`src/rtl/ram_loader.sv`:
```
// ram_loader: byte-stream loader for the program/data RAM.
// Accepts bytes over valid/ready, packs pairs high-byte-first into 16-bit
// words, writes them to consecutive (wrapping) RAM addresses and keeps a
// running 16-bit checksum of the words written in the current load.
module ram_loader #(
  parameter int ADDR_WIDTH = 3
) (
  input  logic                  clk,
  input  logic                  rst_n,
  input  logic                  start,
  input  logic [ADDR_WIDTH-1:0] base_addr,
  input  logic [ADDR_WIDTH:0]   word_count,
  input  logic                  byte_valid,
  input  logic [7:0]            byte_data,
  output logic                  byte_ready,
  output logic [ADDR_WIDTH-1:0] mem_address,
  output logic                  mem_load,
  output logic [15:0]           mem_in,
  output logic                  busy,
  output logic                  done,
  output logic [15:0]           checksum
);

  localparam logic [2:0] S_IDLE  = 3'd0;
  localparam logic [2:0] S_HI    = 3'd1;
  localparam logic [2:0] S_LO    = 3'd2;
  localparam logic [2:0] S_WRITE = 3'd3;
  localparam logic [2:0] S_DONE  = 3'd4;

  localparam logic [ADDR_WIDTH-1:0] ADDR_ONE = 1;
  localparam logic [ADDR_WIDTH:0]   REM_ONE  = 1;

  logic [2:0]            state_q;
  logic [2:0]            state_d;
  logic [ADDR_WIDTH-1:0] addr_q;
  logic [ADDR_WIDTH-1:0] addr_d;
  logic [ADDR_WIDTH:0]   rem_q;
  logic [ADDR_WIDTH:0]   rem_d;
  logic [15:0]           csum_d;
  logic [7:0]            hi_q;
  logic                  accept;
  logic                  enter_write;

  // Modulo-2^16 accumulate: the carry out of the checksum is dropped.
  function automatic logic [15:0] csum_add(input logic [15:0] acc,
                                           input logic [15:0] word);
    logic [16:0] sum;
    sum = {1'b0, acc} + {1'b0, word};
    return sum[15:0];
  endfunction

  // byte_ready is registered and high exactly in HI/LO, so this is the
  // transfer condition the producer sees on the same edge.
  assign accept      = byte_valid & byte_ready;
  assign enter_write = (state_q == S_LO) & accept;

  // Next-state, address, remaining-count and checksum update.
  always_comb begin
    state_d = state_q;
    addr_d  = addr_q;
    rem_d   = rem_q;
    csum_d  = checksum;
    case (state_q)
      S_IDLE: begin
        if (start) begin
          addr_d  = base_addr;
          rem_d   = word_count;
          csum_d  = '0;
          state_d = (word_count == '0) ? S_DONE : S_HI;
        end
      end
      S_HI: begin
        if (accept) state_d = S_LO;
      end
      S_LO: begin
        if (accept) state_d = S_WRITE;
      end
      S_WRITE: begin
        // mem_in already holds {hi, lo} for this word.
        csum_d  = csum_add(checksum, mem_in);
        addr_d  = addr_q + ADDR_ONE;
        rem_d   = rem_q - REM_ONE;
        state_d = (rem_q == REM_ONE) ? S_DONE : S_HI;
      end
      S_DONE: begin
        state_d = S_IDLE;
      end
      default: begin
        state_d = S_IDLE;
      end
    endcase
  end

  // Control state: FSM, write address and words still to load.
  always_ff @(posedge clk or negedge rst_n) begin
    if (!rst_n) begin
      state_q <= S_IDLE;
      addr_q  <= '0;
      rem_q   <= '0;
    end else begin
      state_q <= state_d;
      addr_q  <= addr_d;
      rem_q   <= rem_d;
    end
  end

  // High byte holding register; a half-built word is simply never used
  // after a reset, so it needs no reset of its own.
  always_ff @(posedge clk) begin
    if ((state_q == S_HI) && accept) hi_q <= byte_data;
  end

  // Registered outputs, derived from the state being entered so they line
  // up with that state's cycle. Address/data only move on a new write so
  // they hold the last write's values afterwards.
  always_ff @(posedge clk or negedge rst_n) begin
    if (!rst_n) begin
      byte_ready  <= 1'b0;
      busy        <= 1'b0;
      done        <= 1'b0;
      mem_load    <= 1'b0;
      mem_address <= '0;
      mem_in      <= '0;
      checksum    <= '0;
    end else begin
      byte_ready <= (state_d == S_HI) || (state_d == S_LO);
      busy       <= (state_d == S_HI) || (state_d == S_LO) ||
                    (state_d == S_WRITE);
      done       <= (state_d == S_DONE);
      mem_load   <= enter_write;
      checksum   <= csum_d;
      if (enter_write) begin
        mem_address <= addr_q;
        mem_in      <= {hi_q, byte_data};
      end
    end
  end

endmodule
```
`config.mk`:
```
export PLATFORM = sky130hd
export DESIGN_NAME = ram_loader
export DESIGN_NICKNAME = d
export VERILOG_FILES = /design/src/rtl/ram_loader.sv
export SDC_FILE = /design/constraint.sdc
export NUM_CORES = 1
export LEC_CHECK = 0
export ABC_AREA = 1
export CAP_MARGIN = 0
export CORE_UTILIZATION = 24
export CTS_BUF_LIST = sky130_fd_sc_hd__clkbuf_8
export CTS_CLUSTER_DIAMETER = 80
export DETAILED_ROUTE_END_ITERATION = 7
export GPL_ROUTABILITY_DRIVEN = 0
export PLACE_DENSITY = 0.53
export SYNTH_ARGS = -nofsm -noshare
export SYNTH_HDL_FRONTEND = slang
export SYNTH_SLANG_ARGS = --single-unit
```
`constraint.sdc`:
```
create_clock -name clk -period 1.8 [get_ports clk]
set_clock_uncertainty 0.2 [all_clocks]
set_input_delay 0.36 -clock clk [delete_from_list [all_inputs] [get_ports clk]]
set_output_delay 0.36 -clock clk [all_outputs]
set_load 0.05 [all_outputs]
```
==> results.toml <==
[synthesis]
post_synth_inst_count = 401
ys_ff_latch = 57
yosysWarnings = 0
ys_seq_area_frac = 0.4692
netlist_area_sq_mm = 0.003125
synth_nets = 439
syn_area_per_cell_sq_um = 7.794
synth.distinct_cells = 32

[route]
drt_iter0_drc = 95
vias_per_cell = 4.281
detail-route-antenna-nets = 0
wirelength_mm = 9.019
vias = 2945
post_drt_wl_per_cell_um = 13.11
first_pass_iters = 5
drt_drc_violations_left = 0

[clock_network]
cts_buffers = 9
cts.htree.levels = 3
cts-root-buf = "clkbuf_8"
cts_tree = "built"
clock_tree.buffer_depth = 2
clk_latency_ns = 0.34
cts.sinks = 57
clkTransAtPathRegs_ns = 0.07

[worst_setup_path]
crit_path_end = "checksum[12]"
cp-end-kind = "flop"
start_kind = "flop"
required_ns = 1.83
timing.rr.start = "checksum[0]"
crit_type = "reg -> reg"
ff2ff_path_depth = 11
critPathArrivalTime_ns = 1.82
critPathMaxFanout = 4
r2r_setup_slack_ns = 0.02
crit_start = "checksum[0]"
reg2reg_to = "checksum[12]"

[timing]
relSlewSlack = 0.6204
finalCritPeriodShare = 0.9907
period_minus_slack_ns = 1.783
worst_slew_pin_slew_ns = 0.5694
setup_viol = 0
setup_tns_ns = 0
drv_slew = 0
final_hold_viol_count = 0
rsz0062_at_grt = "true"
fmax_mhz = 560.8

[pwr]
leakage_nw = 2.457
total_power_w = 0.01034
p_per_area_mw_per_mm2 = 2015
peakVddDrop_v = 0.0008592

[global_route]
grt_pass1_wl_mm = 14.77
grt_pass1_vias = 3033
grt_usage = 0.1454
grt_max_degree = 24
grt-ovfl-total = 0
antenna_found_initial = 0

[die]
core_area_sq_mm = 0.01267
start_util = 0.2467
ios = 58
fp.dieH_um = 116.1
rows = 41
dieArea_sq_mm = 0.01348
chipWidth_um = 116.1

[run]
cap_violations = 0

[final_layout]
nets = 549
layout_common_cells = "147 x nand2_1, 48 x buf_4, 47 x inv_1"
layoutNonFillerInstCount = 688
diodes = 0
final_common_cell = "nand2_1"
synthToLayoutAreaGrowth_pct = 64.21
nFillCells = 1261
drive_above_1_share = 0.3779

[placed_design]
dp_hpwl_mm = 6.818
portBuffers = 57
dp.cells = 666

[min_path]
hold_class = "reg -> reg"
hold_depth = 2

[status]
outcome = "finished clean"
==> worst max-delay path, cell delays in order (launching register included) <==
cell	delay (ns)
dfrtp_2	0.39
ha_4	0.14
inv_2	0.03
fa_2	0.34
inv_2	0.08
nand3_2	0.08
nand3_4	0.09
nand3_2	0.09
nand3_2	0.07
nand2_1	0.04
nand3_1	0.07
nand2_1	0.05
==> flip-flops by register name (all words and copies together), names as in the netlist <==
| register | cells |
|---|---|
| hi_q | 8 |
| state_q | 3 |
| done | 1 |
| mem_in | 16 |
| byte_ready | 1 |
| busy | 1 |
| mem_load | 1 |
| rem_q | 4 |
| addr_q | 3 |
| mem_address | 3 |
| checksum | 16 |
==> per-stage QoR <==
stage	hold slack, ns	setup WS, ns	instance area, sq um	utilization
after CTS	0.2493	0.01881	4951	0.3907
after detailed placement	0.1944	-0.05453	4720	0.3725
after global routing	0.2719	-0.07122	5132	0.4051
after global placement	0.1911	-0.004653	4720	0.3725
after floorplan	-0.1356	-0.09654	3288	-
final	0.2510	0.01681	5132	0.4051
==> Yosys cell counts <==
cell      count  share of area
a211oi_1      1         0.0024
a21oi_1      12          0.019
a22o_1        1         0.0028
a31oi_1       1         0.0020
and2_1        1         0.0020
buf_2         1         0.0016
buf_4         1         0.0024
buf_6         2         0.0072
clkbuf_1      2         0.0024
dfrtp_1      49           0.39
edfxtp_1      8          0.077
fa_1          1         0.0064
ha_1         18          0.072
inv_1        50          0.060
inv_2         7         0.0084
nand2_1     162           0.19
nand2_4       1         0.0036
nand3_1      25          0.040
nand3_2       1         0.0032
nand3b_1      3         0.0072
nand4_1       1         0.0020
nor2_1       19          0.023
nor3_1        4         0.0064
nor3_4        1         0.0052
o211ai_1      2         0.0048
o21ai_0      12          0.019
o21ai_1       3         0.0048
o221ai_1      1         0.0028
o22ai_1       5          0.010
or2_2         2         0.0040
xnor2_1       1         0.0028
xor2_1        3         0.0084
==> final cells by class <==
type,count,area (sq um),share of cell area
Clock inverter,6,36.28,0.007070
Clock buffer,10,137.6,0.02682
Tap cell,172,215.2,0.04193
Sequential cell,57,1504,0.2930
Multi-Input combinational cell,281,1717,0.3345
Timing Repair Buffer,105,1306,0.2545
Inverter,57,216.5,0.04217
==> power by group <==
part	switching, W	total, W	internal, W
clock network	0.000555	0.00108	0.000526
registers	0.000559	0.00245	0.00189
logic	0.00364	0.00681	0.00317
total	0.00476	0.0103	0.00559
==> logic make-up after synthesis <==
family,after synthesis,synth area share
adder cells (fa/ha/maj),19,0.07846
AO/OA/AOI/OAI,38,0.06806
flip-flops,57,0.4692
AND/OR/NAND/NOR,220,0.2910
buffers and inverters,63,0.08207
XOR/XNOR,4,0.01121
==> worst min-delay path by stage <==
stage,from,end,slack [ns]
3_3_place_gp,rst_n,rem_q[0],0.19
2_1_floorplan,rst_n,addr_q[0],-0.14
5_1_grt,hi_q[1],mem_in[9],0.27
6_report,hi_q[1],mem_in[9],0.25
4_1_cts,hi_q[1],mem_in[9],0.25
3_5_place_dp,rst_n,rem_q[1],0.19
==> what timing repair did <==
action | in CTS | in global routing
resized for setup | 5 | 39
setup endpoints to repair | 5 | 30
hold buffers | 1 | 0
pin swaps | 1 | 10
hold endpoints to repair | 21 | 0
buffers inserted | 0 | 5
==> metal layers <==
metal / global-route usage / wire [um] / share of wire / up-vias
li1: - / - / - / 1488
met1: 0.1681 / 3879 / 0.43 / 1373
met2: 0.2528 / 4506 / 0.50 / 66
met3: 0.03477 / 403 / 0.045 / 18
met4: 0.07094 / 229 / 0.025 / 0
met5: 0 / 0 / 0 / -
No activity file was read; power rests on OpenSTA's default activity.
